===== config.mk =====
export PLATFORM = sky130hd
export DESIGN_NAME = parity_skolem_stream
export DESIGN_NICKNAME = d
export VERILOG_FILES = /design/src/rtl/skolem_pkg.sv /design/src/rtl/lane_parity_reduce.sv /design/src/rtl/parity_skolem_stream.sv
export SDC_FILE = /design/constraint.sdc
export NUM_CORES = 1
export LEC_CHECK = 0
export CAP_MARGIN = 20
export CELL_PAD_IN_SITES_DETAIL_PLACEMENT = 1
export CELL_PAD_IN_SITES_GLOBAL_PLACEMENT = 2
export CORE_MARGIN = 2
export CORE_UTILIZATION = 28
export CTS_CLUSTER_SIZE = 14
export DETAILED_ROUTE_END_ITERATION = 7
export GPL_ROUTABILITY_DRIVEN = 0
export MAX_ROUTING_LAYER = met4
export PLACE_DENSITY = 0.84
export SYNTH_ARGS = -nofsm -noshare
export SYNTH_HDL_FRONTEND = slang
export SYNTH_SLANG_ARGS = --single-unit
export TNS_END_PERCENT = 100

===== constraint.sdc =====
create_clock -name clk -period 1.95 [get_ports clk]
set_input_delay 0.195 -clock clk [delete_from_list [all_inputs] [get_ports clk]]
set_output_delay 0.195 -clock clk [all_outputs]
set_load 0.02 [all_outputs]

===== src/rtl/skolem_pkg.sv =====
// Shared types and elaboration helpers for the serial parity Skolem evaluator.
// Latency: n/a (types and constant functions only).
// Backpressure: n/a.
package skolem_pkg;

    // Upper bound on beat width that last_mask can describe.
    localparam int MAX_LANE_W = 256;

    typedef enum logic {
        ACCUM = 1'b0,
        OUT   = 1'b1
    } skolem_state_e;

    // Number of beats needed to carry n_in bits, lane_w bits at a time.
    function automatic int calc_beats(input int n_in, input int lane_w);
        if (lane_w < 1) begin
            return 1;
        end
        return (n_in + lane_w - 1) / lane_w;
    endfunction

    // Valid-bit mask for the final beat; bits past the end of the vector are cleared.
    function automatic logic [MAX_LANE_W-1:0] last_mask(input int n_in, input int lane_w);
        int                    last_bits;
        logic [MAX_LANE_W-1:0] m;
        last_bits = n_in - (calc_beats(n_in, lane_w) - 1) * lane_w;
        m = '0;
        for (int i = 0; i < MAX_LANE_W; i++) begin
            if (i < last_bits) begin
                m[i] = 1'b1;
            end
        end
        return m;
    endfunction

endpackage


===== src/rtl/lane_parity_reduce.sv =====
// Parity of one beat after masking off bits that are not part of the vector.
// Latency: combinational, zero cycles.
// Backpressure: none; pure function of its inputs.
module lane_parity_reduce #(
    parameter int LANE_W = 4
) (
    input  logic [LANE_W-1:0] data,
    input  logic [LANE_W-1:0] mask,
    output logic              parity
);

    assign parity = ^(data & mask);

endmodule


===== src/rtl/parity_skolem_stream.sv =====
// Serial XNOR/XOR Skolem evaluator over LANE_W-bit beats; optional candidate check under SKOLEM_CAND_CHECK_EN.
// Latency: out_valid rises the cycle after the final beat is accepted; one vector per BEATS+1 cycles.
// Backpressure: in_ready drops while a result is held; result and out_y stay put until out_ready.
module parity_skolem_stream
    import skolem_pkg::*;
#(
    parameter int N_IN   = 7,
    parameter int LANE_W = 4,
    parameter int INVERT = 1,
    parameter int CNT_W  = 16
) (
    input  logic              clk,
    input  logic              rst,
    input  logic              in_valid,
    output logic              in_ready,
    input  logic [LANE_W-1:0] in_data,
`ifdef SKOLEM_CAND_CHECK_EN
    input  logic              in_cand,
    output logic              out_mismatch,
    output logic [CNT_W-1:0]  err_cnt,
`endif
    output logic              out_valid,
    input  logic              out_ready,
    output logic              out_y,
    output logic [CNT_W-1:0]  out_cnt
);

    localparam int BEATS  = calc_beats(N_IN, LANE_W);
    localparam int BCNT_W = (BEATS > 1) ? $clog2(BEATS) : 1;
    localparam logic [LANE_W-1:0] LAST_MASK = LANE_W'(last_mask(N_IN, LANE_W));
    localparam logic [BCNT_W-1:0] LAST_BEAT = BCNT_W'(BEATS - 1);
    localparam logic INVERT_B = (INVERT != 0);

    // Refuse to build with a beat wider than the vector or an empty vector.
    if (N_IN < 1 || LANE_W < 1 || LANE_W > N_IN || LANE_W > MAX_LANE_W) begin : g_bad_params
        $error("parity_skolem_stream: invalid N_IN/LANE_W combination");
    end

    skolem_state_e     state;
    logic              acc;
    logic [BCNT_W-1:0] beat_cnt;
    logic              is_last;
    logic [LANE_W-1:0] beat_mask;
    logic              beat_par;
    logic              y_next;

    // Only the final beat of a vector can carry padding bits.
    assign is_last   = (beat_cnt == LAST_BEAT);
    assign beat_mask = is_last ? LAST_MASK : '1;
    assign y_next    = acc ^ beat_par ^ INVERT_B;

    assign in_ready  = (state == ACCUM);
    assign out_valid = (state == OUT);

    lane_parity_reduce #(
        .LANE_W (LANE_W)
    ) u_reduce (
        .data   (in_data),
        .mask   (beat_mask),
        .parity (beat_par)
    );

    // FSM: fold beat parities into acc, then present one result until it is consumed.
    always_ff @(posedge clk) begin
        if (rst) begin
            state    <= ACCUM;
            acc      <= 1'b0;
            beat_cnt <= '0;
            out_y    <= 1'b0;
            out_cnt  <= '0;
`ifdef SKOLEM_CAND_CHECK_EN
            out_mismatch <= 1'b0;
            err_cnt      <= '0;
`endif
        end else begin
            case (state)
                ACCUM: begin
                    if (in_valid) begin
                        if (is_last) begin
                            out_y    <= y_next;
                            acc      <= 1'b0;
                            beat_cnt <= '0;
                            state    <= OUT;
`ifdef SKOLEM_CAND_CHECK_EN
                            out_mismatch <= in_cand ^ y_next;
`endif
                        end else begin
                            acc      <= acc ^ beat_par;
                            beat_cnt <= beat_cnt + 1'b1;
                        end
                    end
                end
                OUT: begin
                    // No bypass: a beat offered in this cycle waits for ACCUM.
                    if (out_ready) begin
                        if (out_cnt != '1) begin
                            out_cnt <= out_cnt + 1'b1;
                        end
`ifdef SKOLEM_CAND_CHECK_EN
                        if (out_mismatch && (err_cnt != '1)) begin
                            err_cnt <= err_cnt + 1'b1;
                        end
`endif
                        state <= ACCUM;
                    end
                end
                default: state <= ACCUM;
            endcase
        end
    end

endmodule


==> results of run 1 <==
-- metal layers --
| metal | wire, um | up-vias |
|---|---|---|
| li1 | - | 540 |
| met1 | 1432 | 544 |
| met2 | 1493 | 21 |
| met3 | 91 | 5 |
| met4 | 57 | 0 |
| met5 | 0 | - |
-- cell usage in the layout, fill, tap and decap left out, types with 2 or more instances in the layout --
master | Yosys | routed
nor2b_1 | 12 | 12
nand2_1 | 8 | 8
nand3_1 | 7 | 7
nor3_1 | 2 | 2
dfxtp_1 | 20 | 20
xnor2_1 | 3 | 3
inv_1 | 2 | 2
mux2_1 | 7 | 7
nand4_1 | 5 | 5
buf_4 | 0 | 10
clkdlybuf4s50_1 | 0 | 26
and3_1 | 4 | 4
mux2_2 | 3 | 3
nand2b_1 | 3 | 3
o31ai_1 | 3 | 3
a31oi_1 | 3 | 3
or4_1 | 3 | 3
nor4_1 | 3 | 3
nor2_1 | 15 | 15
clkbuf_8 | 0 | 4
a21oi_1 | 7 | 7
-- registers in the layout, indices dropped and copies added, names as in the netlist --
signal	flops
out_cnt	16
acc	1
beat_cnt	1
out_valid	1
out_y	1
-- per-stage QoR --
step | cells | total power (W)
after floorplan | 130 | 0.0004947
after global placement | 211 | 0.0005299
after detailed placement | 211 | 0.0005332
after CTS | 215 | 0.0008679
after global routing | 215 | 0.0008942
final | 215 | 0.0008620
-- path summary, 6_finish.rpt --
kind / cells past startpoint / startpoint / end
max reg2reg: 4 / out_cnt[11]$_SDFFE_PP0P_ / out_cnt[15]$_SDFFE_PP0P_
min reg2reg: 2 / acc$_SDFFE_PP0P_ / acc$_SDFFE_PP0P_
min: 2 / acc$_SDFFE_PP0P_ / acc$_SDFFE_PP0P_
max: 4 / out_cnt[11]$_SDFFE_PP0P_ / out_cnt[15]$_SDFFE_PP0P_
-- layout make-up --
type | count | share of cell area
multi-input combinational | 102 | 0.4476
tap | 50 | 0.03997
sequential | 20 | 0.2558
clock buffer | 4 | 0.03517
timing repair buffer | 36 | 0.2142
inverter | 3 | 0.007194
-- repair_timing --
action | 4_1_cts | 5_1_grt
endpoints found under the setup margin | 0 | 4
resized for setup | 0 | 3
hold buffers | 0 | 0
-- worst min-delay path, cell delays in order (launching register included) --
cell and delay, ns:
dfxtp_1 0.32, inv_1 0.05, o32ai_1 0.07
-- power by group through the flow --
stage / Clock [W] / Combinational [W] / Sequential [W]
after floorplan: 0 / 0.0000538 / 0.000441
after global placement: 0 / 0.0000912 / 0.000439
final: 0.000339 / 0.0000939 / 0.000429
after CTS: 0.000344 / 0.0000946 / 0.000430
after global routing: 0.000360 / 0.000103 / 0.000432
after detailed placement: 0 / 0.0000941 / 0.000439
-- logic make-up after synthesis --
| group | share of synthesized area |
|---|---|
| and+or+nand+nor | 0.3363 |
| muxes | 0.1091 |
| AOI/OAI and AO/OA | 0.1102 |
| buffers and inverters | 0.03340 |
| DFF | 0.3563 |
| xor gates and xnor gates | 0.04343 |
| adders and majority gates | 0.01113 |
==> results.sh, run 1 <==
export IMPL_outcome="finished clean"
export IMPL_p_int_w=0.0006503
export IMPL_cts_sinks=20
export IMPL_yosys_area_top_type_share=0.3563
export IMPL_cts_max_level=1
export IMPL_grt_max_degree=33
export IMPL_setup_slack_ns=0.1605
export IMPL_async_flop_share=0
export IMPL_hold_class="reg2reg"
export IMPL_first_pass_iters=3
export IMPL_ys_warn_count=0
export IMPL_syn2layout_area_growth_pct=39.31
export IMPL_fmax_mhz=558.8
export IMPL_final_antenna_net_count=0
export IMPL_tns_ns=0
export IMPL_power_density_nw_per_um2=550.7
export IMPL_timing_hold_ws_ns=0.4918
export IMPL_wl_per_cell_um=14.30
export IMPL_insertion_delay_ns=0.27
export IMPL_multi_input_area_um2=700.7
export IMPL_p_seq_frac=0.498
export IMPL_grt_pass1_wl_um=5181
export IMPL_tightest_slew_ns=0.4213
export IMPL_rrSetupSlack_ns=0.16
export IMPL_pwr_share_comb=0.109
export IMPL_critPathKind="reg2reg"
export IMPL_slowest_delay_ns=0.48
export IMPL_use_met2=0.2537
export IMPL_place_ws_ns=0.09250
export IMPL_synth_common_cells="20 x dfxtp_1, 15 x nor2_1, 12 x nor2b_1, 8 x nand2_1"
export IMPL_synth_seq_cells=20
export IMPL_required_ns=2.11
export IMPL_die_area_um2=4535
export IMPL_ir_worst_vdd_v=0.0002721
export IMPL_antenna_found_initial=0
export IMPL_top_level_ports=27
export IMPL_worstPathCellList="nand3_1, nor4_4, and3_1, mux2_1"
export IMPL_route_vias_total=1110
export IMPL_dieWidth_um=67.35
export IMPL_layout_nets=175
export IMPL_min_period_over_period=0.9177
export IMPL_rsz0062_at_grt="no"
export IMPL_met1_usage=0.1905
export IMPL_crit_buf_inv=0
export IMPL_p_sw_w=0.0002117
export IMPL_grt_usage=0.1561
export IMPL_syn_area_per_cell_um2=8.643
export IMPL_yosysSeqAreaShare=0.3563
export IMPL_synth_top_area_cell="dfxtp_1"
export IMPL_yosysMostFrequentCell="dfxtp_1"
export IMPL_drc=0
export IMPL_final_max_slew_violation_count=0
export IMPL_place_area_um2=1495
export IMPL_drt_first_iter_violations=31
export IMPL_cts_clk_slew_worst_paths_ns=0.08
export IMPL_start_util=0.2850
export IMPL_vias_per_cell=5.163
export IMPL_ys_types=35
export IMPL_design_area_um2=1565
export IMPL_io_buffers=26
export IMPL_max_slew_margin_rel=0.7170
export IMPL_synthFlopType="dfxtp_1"
export IMPL_grtUsageMet3=0.02000
export IMPL_p_clk_frac=0.393
export IMPL_cts_tree="built"
export IMPL_hpwlAfterDp_um=2233
export IMPL_postCtsSetupBuffers=0
export IMPL_root_buffer="clkbuf_8"
export IMPL_critical_path_top_delay_family="simple AND/OR/NAND/NOR gates"
export IMPL_clock_path_buffers=2
export IMPL_core_um2=3943
export IMPL_diodes=0
export IMPL_row_count=23
export IMPL_period_minus_slack_ns=1.789
export IMPL_drive_gt1_frac=0.1273
export IMPL_synth_edff_count=0
export IMPL_overflow=0
export IMPL_wl_um=3074
export IMPL_arrival_ns=1.95
export IMPL_path_max_fanout=7
export IMPL_utilization=0.3970
export IMPL_startpoint_type="flop"
export IMPL_die_y_um=67.35
export IMPL_syn_cell_area_um2=1124
export IMPL_p_leak_nw=0.5894
export IMPL_maxCapViolCount=0
export IMPL_cts_buffers=3
export IMPL_endpoint_kind="flop"
export IMPL_grt_pass1_vias=1139
export IMPL_regArea_um2=400.4
export IMPL_switching_share=0.2456
export IMPL_slowest_stage="nor4_4"
export IMPL_grt_busiest_layer="met2"
export IMPL_setup_viol=0
export IMPL_synth_fp_nets=139
export IMPL_finalClockSkew_ns=0.002191
export IMPL_num_fill_cells=464
export IMPL_hold_viol_final=0
export IMPL_synth_cells=130
export IMPL_yosys_top_cells_area="dfxtp_1 36%, mux2_1 7.0%, nor2b_1 6.7%, nor2_1 5.0%, a21oi_1 3.1%"
Power figures use the tool's default switching activity.
==> inputs of run 2 (changes only) <==
- ABC_AREA: not set -> 1
- CORE_UTILIZATION: 28 -> 25
- GPL_ROUTABILITY_DRIVEN: 0 -> not set
==> run 2 against run 1 <==
Via count grew 2.3%. Routed wire length shrank 6.9%. Setup slack gained 0.15 ns. First-iteration DRC count grew 32%. Cell area shrank 4.1%. Die area grew 11%. Clock skew grew 0.0033 ns. Final cell count grew 18%. Largest power group unchanged. Utilization shrank 5.0 points. Highest routed layer unchanged. Critical path depth grew 3. Largest cell class unchanged.
==> results.sh, run 2 <==
export IMPL_synth_cells=172
export IMPL_vias_per_cell=4.472
export IMPL_insertion_delay_ns=0.26
export IMPL_drt_first_iter_violations=41
export IMPL_syn_cell_area_um2=1121
export IMPL_cts_hold_fix_buffers=0
export IMPL_grtUsageMet3=0.01567
export IMPL_cp_depth=7
export IMPL_cts_sinks=20
export IMPL_grt_usage=0.1300
export IMPL_p_int_w=0.0006320
export IMPL_synth_fp_nets=181
export IMPL_maxCapViolCount=0
export IMPL_cts_buffers=3
export IMPL_io_buffers=26
export IMPL_route_vias_total=1136
export IMPL_hold_viol_final=0
export IMPL_rsz0062_at_grt="no"
export IMPL_synth_edff_count=0
export IMPL_synth_top_family_by_area="simple AND/OR/NAND/NOR gates"
export IMPL_antenna_found_initial=0
export IMPL_core_um2=4324
export IMPL_final_max_slew_violation_count=0
export IMPL_largest_register_ffs=16
export IMPL_yosysMostFrequentCell="nand2_1"
export IMPL_final_common_cell="nand2_1"
export IMPL_gp_congestion=0.7578
export IMPL_rrSetupSlack_ns=0.31
export IMPL_endpoint_kind="flop"
export IMPL_synth_seq_cells=20
export IMPL_p_sw_w=0.0001914
export IMPL_drc=0
export IMPL_cts_max_level=1
export IMPL_drive_gt1_frac=0.06931
export IMPL_final_antenna_net_count=0
export IMPL_cts_tree="built"
export IMPL_crit_end="out_cnt[6]$_SDFFE_PP0P_"
export IMPL_synthFlopType="dfxtp_1"
export IMPL_yosys_area_share_adder=0.01116
export IMPL_finalClockSkew_ns=0.005489
export IMPL_grt_max_degree=17
export IMPL_p_leak_nw=0.5797
export IMPL_ir_worst_vdd_v=0.0002064
export IMPL_grt_pass1_wl_um=5202
export IMPL_ys_types=18
export IMPL_grt_busiest_layer="met2"
export IMPL_layout_nets=212
export IMPL_die_area_um2=5036
export IMPL_yosysSeqAreaShare=0.3571
export IMPL_syn_area_per_cell_um2=6.518
export IMPL_startpoint_type="flop"
export IMPL_power_density_nw_per_um2=548.4
export IMPL_regMostFlops="out_cnt"
export IMPL_dieWidth_um=70.97
export IMPL_critPathKind="reg2reg"
export IMPL_die_y_um=70.97
export IMPL_grt_pass1_vias=1147
export IMPL_overflow=0
export IMPL_synth_mux_area_frac=0
export IMPL_root_buffer="clkbuf_8"
export IMPL_timing_rr_start="out_cnt[0]$_SDFFE_PP0P_"
export IMPL_syn2layout_area_growth_pct=33.93
export IMPL_arrival_ns=1.84
export IMPL_first_pass_iters=3
export IMPL_ys_warn_count=0
export IMPL_wl_per_cell_um=11.27
export IMPL_tns_ns=0
export IMPL_required_ns=2.15
export IMPL_num_fill_cells=579
export IMPL_crit_top_cell="nand2_1"
export IMPL_tightest_slew_ns=0.4104
export IMPL_hpwlAfterDp_um=2239
export IMPL_met1_usage=0.1750
export IMPL_slowest_delay_ns=0.43
export IMPL_period_minus_slack_ns=1.639
export IMPL_row_count=24
export IMPL_fmax_mhz=610.0
export IMPL_cts_clk_slew_worst_paths_ns=0.08
export IMPL_switching_share=0.2325
export IMPL_synth_common_cells="58 x nand2_1, 24 x nor2_1, 20 x dfxtp_1, 17 x inv_1, 13 x a21oi_1"
export IMPL_clock_path_buffers=2
export IMPL_top_level_ports=27
export IMPL_final_cell_mix="58 x nand2_1, 26 x clkdlybuf4s50_1, 24 x nor2_1"
export IMPL_wl_um=2863
export IMPL_yosys_area_top_type_share=0.3571
export IMPL_async_flop_share=0
export IMPL_crit_buf_inv=0
export IMPL_reg2reg_depth=7
export IMPL_crit_start="out_cnt[0]$_SDFFE_PP0P_"
export IMPL_start_util=0.2593
export IMPL_use_met2=0.2056
export IMPL_critical_path_top_delay_family="simple AND/OR/NAND/NOR gates"
export IMPL_outcome="finished clean"
export IMPL_path_max_fanout=10
export IMPL_max_slew_margin_rel=0.7258
export IMPL_utilization=0.3472
export IMPL_setup_viol=0
export IMPL_cts_resized=0
export IMPL_yosys_area_share_simple=0.3951
export IMPL_min_period_over_period=0.8407
export IMPL_synth_top_area_cell="dfxtp_1"
export IMPL_hold_class="reg2reg"
export IMPL_worstPathCellList="ha_1, nand2_1, nor2_1, nand2_2, o21ai_4, nand2_1, a21oi_1"
export IMPL_p_clk_frac=0.390
export IMPL_pwr_share_comb=0.098
export IMPL_timing_rr_end="out_cnt[6]$_SDFFE_PP0P_"
export IMPL_p_seq_frac=0.512
export IMPL_yosys_top_cells_area="dfxtp_1 36%, nand2_1 19%, nor2_1 8.0%, a21oi_1 5.8%, inv_1 5.7%"
export IMPL_slowest_stage="dfxtp_1"
export IMPL_hp_start="out_y$_SDFFE_PP0P_"
export IMPL_postCtsSetupBuffers=0
export IMPL_synth_compound_area_frac=0.08817
export IMPL_yosys_area_share_xor_xnor=0.07813
export IMPL_diodes=0
==> run 2: cell types whose count changed after synthesis, sizes merged, moves of 4 or more <==
cell / change
nand3: +4
nor4: -4
and3: -4
nand2: +52
inv: +15
nor2: +14
xor2: +6
nor2b: -12
a21oi: +6
mux2: -10
==> run 2: worst min path at each step <==
stage	endpoint	cells after the start	slack [ns]
after global placement	beat_cnt$_SDFFE_PP0P_	1	0.45
after global routing	out_y$_SDFFE_PP0P_	2	0.49
after CTS	out_y$_SDFFE_PP0P_	2	0.48
final	out_y$_SDFFE_PP0P_	2	0.48
after detailed placement	beat_cnt$_SDFFE_PP0P_	1	0.46
after floorplan	out_cnt[1]$_SDFFE_PP0P_	1	0.26
==> run 2: worst min-delay path, stage by stage (launching register included) <==
cell	delay, ns
dfxtp_1	0.33
nand2_1	0.06
nand2_1	0.04
==> run 2: layout make-up <==
| type | count | area (um^2) | area share |
|---|---|---|---|
| inverter | 17 | 63.81 | 0.04250 |
| clock buffer | 4 | 55.05 | 0.03667 |
| multi-input combinational | 133 | 641.9 | 0.4275 |
| timing repair buffer | 28 | 275.3 | 0.1833 |
| sequential | 20 | 400.4 | 0.2667 |
| tap | 52 | 65.06 | 0.04333 |
==> run 2: cells by family after synthesis <==
| kind of cell | count (synthesis) |
|---|---|
| AO/OA/AOI/OAI | 17 |
| XOR/XNOR | 10 |
| adder cells (fa/ha/maj) | 1 |
| buffers and inverters | 19 |
| flip-flops | 20 |
| AND/OR/NAND/NOR | 105 |
==> run 2: layer usage <==
metal	wire (um)	share of wire	vias up
li1	-	-	601
met1	1471	0.51	514
met2	1275	0.45	19
met3	99	0.035	2
met4	17	0.0059	0
met5	0	0	-
==> run 2: stage by stage <==
step	power [W]	cells	hold slack [ns]	instance area (um^2)	setup slack, ns
3_3_place_gp	0.0005124	250	0.4523	1446	0.3233
3_5_place_dp	0.0005128	250	0.4603	1446	0.3202
5_1_grt	0.0008638	254	0.4912	1501	0.08600
2_1_floorplan	0.0004769	172	0.2641	1121	0.3338
6_report	0.0008234	254	0.4769	1501	0.3105
4_1_cts	0.0008368	254	0.4762	1501	0.3004
==> run 2: power groups by stage <==
stage	clock network, W	logic [W]	registers (W)
after floorplan	0	0.0000437	0.000433
after global placement	0	0.0000813	0.000431
after detailed placement	0	0.0000820	0.000431
after CTS	0.000333	0.0000820	0.000421
after global routing	0.000350	0.0000912	0.000422
final	0.000321	0.0000805	0.000421
